### src/rtl/lin_interp_upsampler_pkg.sv
// Shared types and constants for the linear-interpolating upsampler.
package lin_interp_upsampler_pkg;

    localparam int DEFAULT_WIDTH = 28;

    typedef enum logic [1:0] {
        IDLE    = 2'd0,
        PRIME   = 2'd1,
        RUN     = 2'd2,
        STARVED = 2'd3
    } state_e;

    function automatic int clog2(input int value);
        int r;
        r = 0;
        while ((1 << r) < value) r++;
        return r;
    endfunction

endpackage

### src/rtl/lin_interp_upsampler_if.sv
// Sample handshake bundle: low-rate input with valid/ready, full-rate output with valid.
interface lin_interp_upsampler_if
    import lin_interp_upsampler_pkg::*;
#(
    parameter int WIDTH = DEFAULT_WIDTH
);
    logic [WIDTH-1:0] signal_in;
    logic             in_valid;
    logic             in_ready;
    logic [WIDTH-1:0] signal_out;
    logic             out_valid;

    modport master (output signal_in, in_valid, input in_ready, signal_out, out_valid);
    modport slave  (input signal_in, in_valid, output in_ready, signal_out, out_valid);
endinterface

### src/rtl/lin_interp_upsampler_ramp.sv
// interp_ramp_datapath: fixed-point ramp from a to b in 2^LOG2_L steps.
// acc carries one guard bit above a*L so full-scale swings never wrap.
module interp_ramp_datapath
    import lin_interp_upsampler_pkg::*;
#(
    parameter int WIDTH  = DEFAULT_WIDTH,
    parameter int LOG2_L = 10
) (
    input  logic             clk_i,
    input  logic             rst_ni,
    input  logic             load_i,
    input  logic             step_i,
    input  logic [WIDTH-1:0] a_i,
    input  logic [WIDTH-1:0] b_i,
    output logic [WIDTH-1:0] ramp_o
);
    localparam int AW = WIDTH + LOG2_L + 1;

    logic [WIDTH:0]  delta_q, delta_d;
    logic [AW-1:0]   acc_q, acc_d;

    always_comb begin
        delta_d = delta_q;
        acc_d   = acc_q;
        if (load_i) begin
            delta_d = {b_i[WIDTH-1], b_i} - {a_i[WIDTH-1], a_i};
            acc_d   = {a_i[WIDTH-1], a_i, {LOG2_L{1'b0}}};
        end else if (step_i) begin
            acc_d = acc_q + {{LOG2_L{delta_q[WIDTH]}}, delta_q};
        end
    end

    always_ff @(posedge clk_i) begin
        if (!rst_ni) begin
            delta_q <= '0;
            acc_q   <= '0;
        end else begin
            delta_q <= delta_d;
            acc_q   <= acc_d;
        end
    end

    // Dropping the low LOG2_L bits of a two's-complement value is floor division.
    assign ramp_o = acc_q[WIDTH+LOG2_L-1:LOG2_L];
endmodule

### src/rtl/lin_interp_upsampler.sv
// Linear-interpolating upsampler: L = 2^LOG2_L outputs per input segment,
// one-entry lookahead buffer, sticky underrun when a segment ends unfed.
module lin_interp_upsampler
    import lin_interp_upsampler_pkg::*;
#(
    parameter int WIDTH  = DEFAULT_WIDTH,
    parameter int LOG2_L = 10
) (
    input  logic clock_in,
    input  logic reset,
    input  logic enable,
    input  logic clear_underrun,
    output logic underrun,
    lin_interp_upsampler_if.slave bus
);
    state_e            state_q;
    logic [WIDTH-1:0]  seg_b_q, x_next_q, signal_out_q;
    logic [LOG2_L-1:0] phase_q;
    logic              next_full_q, out_valid_q, underrun_q;

    logic              in_ready, accept, seg_end, have_next, load, step;
    logic [WIDTH-1:0]  new_b, ramp;

    assign in_ready  = reset && enable && !next_full_q;
    assign accept    = bus.in_valid && in_ready;
    assign seg_end   = (state_q == RUN) && (&phase_q);
    assign have_next = next_full_q || accept;
    // The buffer is always older than the sample on the bus, so it goes first.
    assign new_b     = next_full_q ? x_next_q : bus.signal_in;

    always_comb begin
        load = 1'b0;
        step = 1'b0;
        if (enable) begin
            case (state_q)
                PRIME, STARVED: load = accept;
                RUN: begin
                    load = seg_end && have_next;
                    step = !seg_end;
                end
                default: ;
            endcase
        end
    end

    interp_ramp_datapath #(.WIDTH(WIDTH), .LOG2_L(LOG2_L)) u_ramp (
        .clk_i  (clock_in),
        .rst_ni (reset),
        .load_i (load),
        .step_i (step),
        .a_i    (seg_b_q),
        .b_i    (new_b),
        .ramp_o (ramp)
    );

    always_ff @(posedge clock_in) begin
        if (!reset) begin
            state_q      <= IDLE;
            seg_b_q      <= '0;
            x_next_q     <= '0;
            next_full_q  <= 1'b0;
            phase_q      <= '0;
            signal_out_q <= '0;
            out_valid_q  <= 1'b0;
            underrun_q   <= 1'b0;
        end else if (!enable) begin
            out_valid_q <= 1'b0;
        end else begin
            out_valid_q <= 1'b0;
            if (clear_underrun) underrun_q <= 1'b0;
            case (state_q)
                IDLE: if (accept) begin
                    seg_b_q <= bus.signal_in;
                    state_q <= PRIME;
                end
                PRIME: if (accept) begin
                    seg_b_q <= bus.signal_in;
                    phase_q <= '0;
                    state_q <= RUN;
                end
                RUN: begin
                    signal_out_q <= ramp;
                    out_valid_q  <= 1'b1;
                    phase_q      <= phase_q + 1'b1;
                    if (accept) x_next_q <= bus.signal_in;
                    if (seg_end) begin
                        next_full_q <= next_full_q && accept;
                        if (have_next) begin
                            seg_b_q <= new_b;
                        end else begin
                            underrun_q <= 1'b1;
                            state_q    <= STARVED;
                        end
                    end else begin
                        next_full_q <= next_full_q || accept;
                    end
                end
                STARVED: begin
                    signal_out_q <= seg_b_q;
                    out_valid_q  <= 1'b1;
                    if (accept) begin
                        seg_b_q <= bus.signal_in;
                        phase_q <= '0;
                        state_q <= RUN;
                    end
                end
                default: state_q <= IDLE;
            endcase
        end
    end

    assign bus.in_ready   = in_ready;
    assign bus.signal_out = signal_out_q;
    assign bus.out_valid  = out_valid_q;
    assign underrun       = underrun_q;
endmodule

### src/flat_wrapper.sv
// flat-port wrapper written by rule: the top's interface ports become plain ports
module lin_interp_upsampler_flat import lin_interp_upsampler_pkg::*;
#(
    parameter int WIDTH  = DEFAULT_WIDTH,
    parameter int LOG2_L = 10
)
  (clock_in, reset, enable, clear_underrun, underrun, bus_signal_in, bus_in_valid, bus_in_ready, bus_signal_out, bus_out_valid);
  lin_interp_upsampler_if #(.WIDTH(WIDTH)) bus_i ();
  input  logic clock_in;
  input  logic reset;
  input  logic enable;
  input  logic clear_underrun;
  output logic underrun;
  input wire logic [$bits(bus_i.signal_in)-1:0] bus_signal_in;
  input wire logic [$bits(bus_i.in_valid)-1:0] bus_in_valid;
  output wire logic [$bits(bus_i.in_ready)-1:0] bus_in_ready;
  output wire logic [$bits(bus_i.signal_out)-1:0] bus_signal_out;
  output wire logic [$bits(bus_i.out_valid)-1:0] bus_out_valid;
  assign bus_i.signal_in = bus_signal_in;
  assign bus_i.in_valid = bus_in_valid;
  assign bus_in_ready = bus_i.in_ready;
  assign bus_signal_out = bus_i.signal_out;
  assign bus_out_valid = bus_i.out_valid;
  lin_interp_upsampler #(.WIDTH(WIDTH), .LOG2_L(LOG2_L)) u_core (.clock_in(clock_in), .reset(reset), .enable(enable), .clear_underrun(clear_underrun), .underrun(underrun), .bus(bus_i));
endmodule
### config.mk
export PLATFORM = sky130hd
export DESIGN_NAME = lin_interp_upsampler_flat
export DESIGN_NICKNAME = d
export VERILOG_FILES = /design/src/rtl/lin_interp_upsampler_pkg.sv /design/src/rtl/lin_interp_upsampler_if.sv /design/src/rtl/lin_interp_upsampler_ramp.sv /design/src/rtl/lin_interp_upsampler.sv /design/src/flat_wrapper.sv
export SDC_FILE = /design/constraint.sdc
export NUM_CORES = 1
export LEC_CHECK = 0
export BUFFER_PORTS_ARGS = -buffer_cell sky130_fd_sc_hd__buf_4
export CORE_UTILIZATION = 50
export CTS_CLUSTER_DIAMETER = 60
export DETAILED_ROUTE_END_ITERATION = 16
export GPL_TIMING_DRIVEN = 0
export PLACE_DENSITY_LB_ADDON = 0.3
export SLEW_MARGIN = 15
export SYNTH_ARGS = -nofsm -noshare
export SYNTH_HDL_FRONTEND = slang
export SYNTH_SLANG_ARGS = --single-unit
### constraint.sdc
create_clock -name clock_in -period 7.55 [get_ports clock_in]
set_input_delay 1.1325 -clock clock_in [delete_from_list [all_inputs] [get_ports clock_in]]
set_output_delay 1.1325 -clock clock_in [all_outputs]
set_load 0.01 [all_outputs]
### Word level (Yosys, flattened, before mapping)

Index checks and enable logic that the tools add are counted.

| word-level totals | value |
|---|---|
| register bits after elaboration | 167 |
| bits in latches | 0 |
| RAM bits | 0 |
| ROM bits | 0 |
| output and inout port bits | 31 |
| logic and storage cells | 74 |
| memories kept | 0 |

| cells by class | value |
|---|---|
| $add $sub $neg | 3 |
| multiply operators | 0 |
| divide/modulo/power cells | 0 |
| magnitude comparators | 0 |
| eq/ne operators | 9 |
| shift operators | 0 |
| muxes and demuxes | 25 |
| bitwise logic cells | 1 |
| reduce and logical (&&, ||, !) cells | 25 |

Operator list:

| cell | number |
|---|---|
| $mux 28 | 4 |
| $pmux 28 s2 | 2 |
| $mux 39 | 2 |
| $add 39x39->39 | 1 |
| $sub 28x28->29 | 1 |
| $pmux 10 s2 | 1 |
| $add 10x1->10 const B | 1 |
| $mux 10 | 1 |
| $ne 2x1->1 const B | 5 |
| $reduce_and 10->1 | 1 |
| $mux 1 | 9 |
| $mux 2 | 4 |
| $logic_and 1x1->1 | 6 |
| $pmux 2 s3 | 1 |
| $reduce_and 2->1 | 3 |
| $reduce_and 3->1 | 2 |
| $reduce_bool 2->1 | 3 |
| $reduce_or 2->1 | 3 |
| $reduce_and 5->1 | 1 |
| $eq 2x2->1 const B | 2 |
| $reduce_and 4->1 | 1 |
| $reduce_or 3->1 | 1 |
| $eq 2x1->1 const B | 1 |
| $logic_not 1->1 | 2 |
| other kinds (5) | 5 |

### Logic depth before layout (Yosys ltp)

| logic depth | value |
|---|---|
| depth in word-level cells | 8 |
| gate-level depth with buffers | 15 |
| depth with buffers taken out | 12 |

### Cells and area by module

From an unflattened synthesis, not the netlist that was laid out.

| unflattened totals | value |
|---|---|
| cell total of the unflattened synthesis | 1286 |
| area, all modules | 11074.4 um2 |

Modules (own cells, without submodules):

| module | instances | cells an instance | area each (um2) | seq. area each (um2) |
|---|---|---|---|---|
| interp_ramp_datapath | 1 | 819 | 6403.6 | 1341.3 |
| lin_interp_upsampler | 1 | 467 | 4670.7 | 1981.9 |

### Worst setup path before layout

Ideal clock, no wire load.

| timing | value |
|---|---|
| kind | flip-flop to flip-flop |
| from | reg u_core.next_full_q |
| to | reg u_core.u_ramp.delta_q[27] |
| setup time | 0.124 ns |
| arrival | 3.562 ns |
| setup slack | 3.863 ns |
| stages on the path, launching flop included | 16 |
| buffers on the path | 3 |
| clock period less this slack | 3.687 ns |
| cells stage by stage | dfxtp_1 -> clkbuf_1 -> clkbuf_1 -> mux2i_1 -> inv_1 -> ha_1 -> nor2b_1 -> o31ai_2 -> a21oi_2 -> o2111ai_1 -> or3b_1 -> buf_2 -> a221o_1 -> a31oi_2 -> xor2_1 -> o21ai_1 |

| on the way | value |
|---|---|
| cells in the longest elaborated chain, start to end | 7 |

Ends and longest elaborated chain:

| item | RTL line | RTL |
|---|---|---|
| start, declared | lin_interp_upsampler.sv:19 | `logic next_full_q, out_valid_q, underrun_q;` |
| start signal, assigned | lin_interp_upsampler.sv:87 | `next_full_q <= next_full_q && accept;` |
| start signal, assigned | lin_interp_upsampler.sv:95 | `next_full_q <= next_full_q \|\| accept;` |
| branches (longest 7 deep; another with $sub 28x28->29) | - |  |
| end signal, assigned | lin_interp_upsampler_ramp.sv:38 | `delta_q <= delta_d;` |
| end, declared | lin_interp_upsampler_ramp.sv:19 | `logic [WIDTH:0] delta_q, delta_d;` |

Parallel ways; which one is timed is not known.
A chain may end at the register's enable or synchronous reset.

### Worst setup path in the final report

Ends and elaborated chain as after synthesis.

==> reports/metrics.yaml <==
fp.dieH_um: 146
grt-ovfl-total: 0
path_common_cell: "clkbuf_1"
initialDrtViolationCount: 767
synth_xor_area_share_pct: 4.33
grt_max_degree: 17
cp_data_required_time_ns: 7.87
path_max_fanout: 10
hp-class: "register to register"
grt_pass1_vias: 8680
yosys_register_bits: 166
cpPeakStageDelay_ns: 0.68
postCtsResizedCells: 0
critPathCaptureType: "register"
cts_tree: "done"
async_flop_share_pct: 0
path_buf_inv: 4
synth_compound_area_share_pct: 24.4
start_util_pct: 51.0
worstHoldPathCells: 2
io_buffers: 62
critical_path_class: "register to register"
path_clk_slew_ns: 0.07
power_per_cell_area_nw_per_um2: 173
slew_violations: 0
max_slew_margin_pct: 27.9
synth_cells: 1286
antenna_found_initial: 0
avgRoutedWirePerCell_um: 17.8
tightest_slew_ns: 1.07
num_antenna_cells: 0
ys_seq_area_share_pct: 32.2
hold_violations: 0
synth_top_family_by_area: "compound AO/OA/AOI/OAI gates"
synth_nets: 1387
die_w_um: 146
core.rowCount: 52
postSynthAreaPerCell_um2: 8.03
cp_slowest_cell: "clkbuf_1"
gp_congestion: 0.946
syn_area_um2: 10300
track_usage_pct: 28.4
drv_cap: 0
drtAntennaViolNets: 0
ys_types: 71
synth-main-ff-cell: "dfxtp_1"
nets: 1468
io_pins: 64
status: "completed"
place_hpwl_mm: 22.7
htree_levels: 4
drive_gt1_share_pct: 10.2
synth_edf_count: 0
ir_worst_vdd_uv: 134
numCtsBuffers: 17
finalCritPeriodShare_pct: 64.0
utilization_pct: 57.8
cp_cell_sequence: "clkbuf_1, clkbuf_1, mux2i_1, inv_1, ha_1, nor2b_1, o31ai_2, a21oi_2, o2111ai_1, or3b_1, buf_2, a221o_1, a31oi_2, xor2_1, o21ai_1"
cts_setup_buffers: 0
synthMuxAreaShare_pct: 8.57
num_vias: 9647
drtPass1Iterations: 6
period_minus_slack_ns: 4.83
cp_num_cells: 15
worstSkewPairLatency_ns: 0.44
area_growth_pct: 13.4
die_area_um2: 21200
core-area_um2: 20200
grt_pass1_wl_mm: 47.4
worst_ep_arrival_time_ns: 5.15
drt-vias-per-instance: 5.85
synth-simple-area-share_pct: 17.7
clock.fmax_ghz: 0.207
synth_fa_ha_area_share_pct: 8.39
n_fill_cell: 1899
cts_hold_buf: 0
path_delay_family: "buffers and inverters"
finalSetupViolCount: 0
tns_ns: 0
start_kind: "register"
rr_worst_depth: 15
cellLeakagePower_uw: 0.00436
clk_path_buf_depth: 2
cts_sinks: 166
cts_root_buf: "clkbuf_16"
rsz0062_at_grt: "no"
synth_warnings: 0
remaining_drc_errors: 0
clock_skew_ns: 0.00898
route.final.wire_length_mm: 29.4
[per-layer routing]
metal / part of all wire, % / GRT usage (%) / vias up
li1: - / - / 4769
met1: 47 / 39.5 / 4499
met2: 44 / 44.7 / 331
met3: 7.5 / 4.95 / 48
met4: 1.7 / 8.74 / 0
met5: 0 / 0 / -
[cell type report]
type                    count  area (µm²)  area share (%)
inverters                  46         173            1.48
repair buffers             62         465            3.98
clock buffers              19         453            3.87
flip-flops and latches    166        3320            28.4
well taps                 270         338            2.89
clock inverters            13         123            1.05
plain buffers              77         290            2.48
multi-input cells         997        6540            55.9
[stage by stage]
step / area, µm² / worst slack, ns / cells / hold slack, ns / power (µW)
after floorplan: 10300 / 3.86 / 1286 / 0.432 / 1090
after global placement: 11100 / 2.85 / 1618 / 0.438 / 1170
after CTS: 11700 / 2.73 / 1650 / 0.452 / 2020
after detailed placement: 11100 / 2.74 / 1618 / 0.443 / 1180
final: 11700 / 2.72 / 1650 / 0.451 / 2020
after global routing: 11700 / 2.41 / 1650 / 0.471 / 2100
[cells in the final DEF, fill, tap and decap left out, types with 4 or more instances in the layout]
cell type,synthesis,layout
a211oi_1,41,41
a21o_1,25,25
a21oi_1,109,109
a221o_1,4,4
a221oi_1,4,4
a22o_1,8,8
a22oi_1,23,23
a31oi_1,6,6
and2_1,32,32
and3_1,8,8
buf_1,13,13
buf_4,0,62
clkbuf_1,63,63
clkbuf_16,0,17
clkinv_2,0,4
dfxtp_1,166,166
ha_1,66,66
inv_1,46,46
mux2_2,27,27
mux2i_1,58,58
nand2_1,178,178
nand2b_1,8,8
nand3_1,17,17
nand4_1,18,18
nor2_1,107,107
nor2b_1,10,10
nor3_1,15,15
o211ai_1,4,4
o21a_1,5,5
o21ai_0,88,88
o21ai_1,5,5
o21bai_1,7,7
o221ai_1,5,5
o31ai_1,6,6
o41ai_1,4,4
or3_1,8,8
xnor2_1,32,32
xor2_1,19,19
[kinds of logic (layout without fill, tap and decap cells)]
| logic type | Yosys count | count (layout) |
|---|---|---|
| flops | 166 | 166 |
| compound gates | 384 | 384 |
| xor+xnor | 51 | 51 |
| fa+ha+maj | 68 | 68 |
| buf+inv | 123 | 217 |
| simple gates | 409 | 409 |
| mux | 85 | 85 |
[final timing paths]
kind / endpoint / slack [ns] / from
setup / recovery: u_core.u_ramp.delta_q[27]$_SDFFE_PN0P_ / 2.72 / u_core.next_full_q$_SDFFE_PN0P_
setup reg to reg: u_core.u_ramp.delta_q[27]$_SDFFE_PN0P_ / 2.72 / u_core.next_full_q$_SDFFE_PN0P_
hold / removal: u_core.x_next_q[12]$_SDFFE_PN0P_ / 0.45 / u_core.x_next_q[12]$_SDFFE_PN0P_
hold reg to reg: u_core.x_next_q[12]$_SDFFE_PN0P_ / 0.45 / u_core.x_next_q[12]$_SDFFE_PN0P_
[Yosys cell counts (all sizes together) (10+ instances only)]
cell,count,area share (%)
a21o,25,1.8
mux2i,58,5.6
ha,66,8.0
nor2b,10,0.61
a211oi,42,3.1
nor2,107,3.9
mux2,27,2.9
buf,14,0.52
nor3,16,0.82
inv,46,1.7
nand4,18,1.1
xnor2,32,2.7
a21oi,110,5.4
clkbuf,63,2.3
xor2,19,1.6
dfxtp,166,32
and2,32,1.9
o21ai,96,4.8
nand3,17,0.82
a22oi,23,1.7
nand2,178,6.5
[tightest hold or removal path: stages (launching register included)]
cell	delay, ns
dfxtp_1	0.31
nand2_1	0.05
a21oi_1	0.05
[sequential cells by signal, summed over array words and instances (netlist names)]
signal	flops
u_core.u_ramp.acc_q	38
u_core.u_ramp.delta_q	29
u_core.bus.signal_out	28
u_core.seg_b_q	28
u_core.x_next_q	28
u_core.phase_q	10
u_core.state_q	2
u_core.bus.out_valid	1
u_core.next_full_q	1
u_core.underrun	1
[report_power, final]
| group | internal, µW | switching (µW) |
|---|---|---|
| Clock | 476 | 387 |
| Combinational | 103 | 155 |
| Sequential | 888 | 15.3 |
| Total | 1470 | 557 |
No activity file was read; power rests on OpenSTA's default activity.
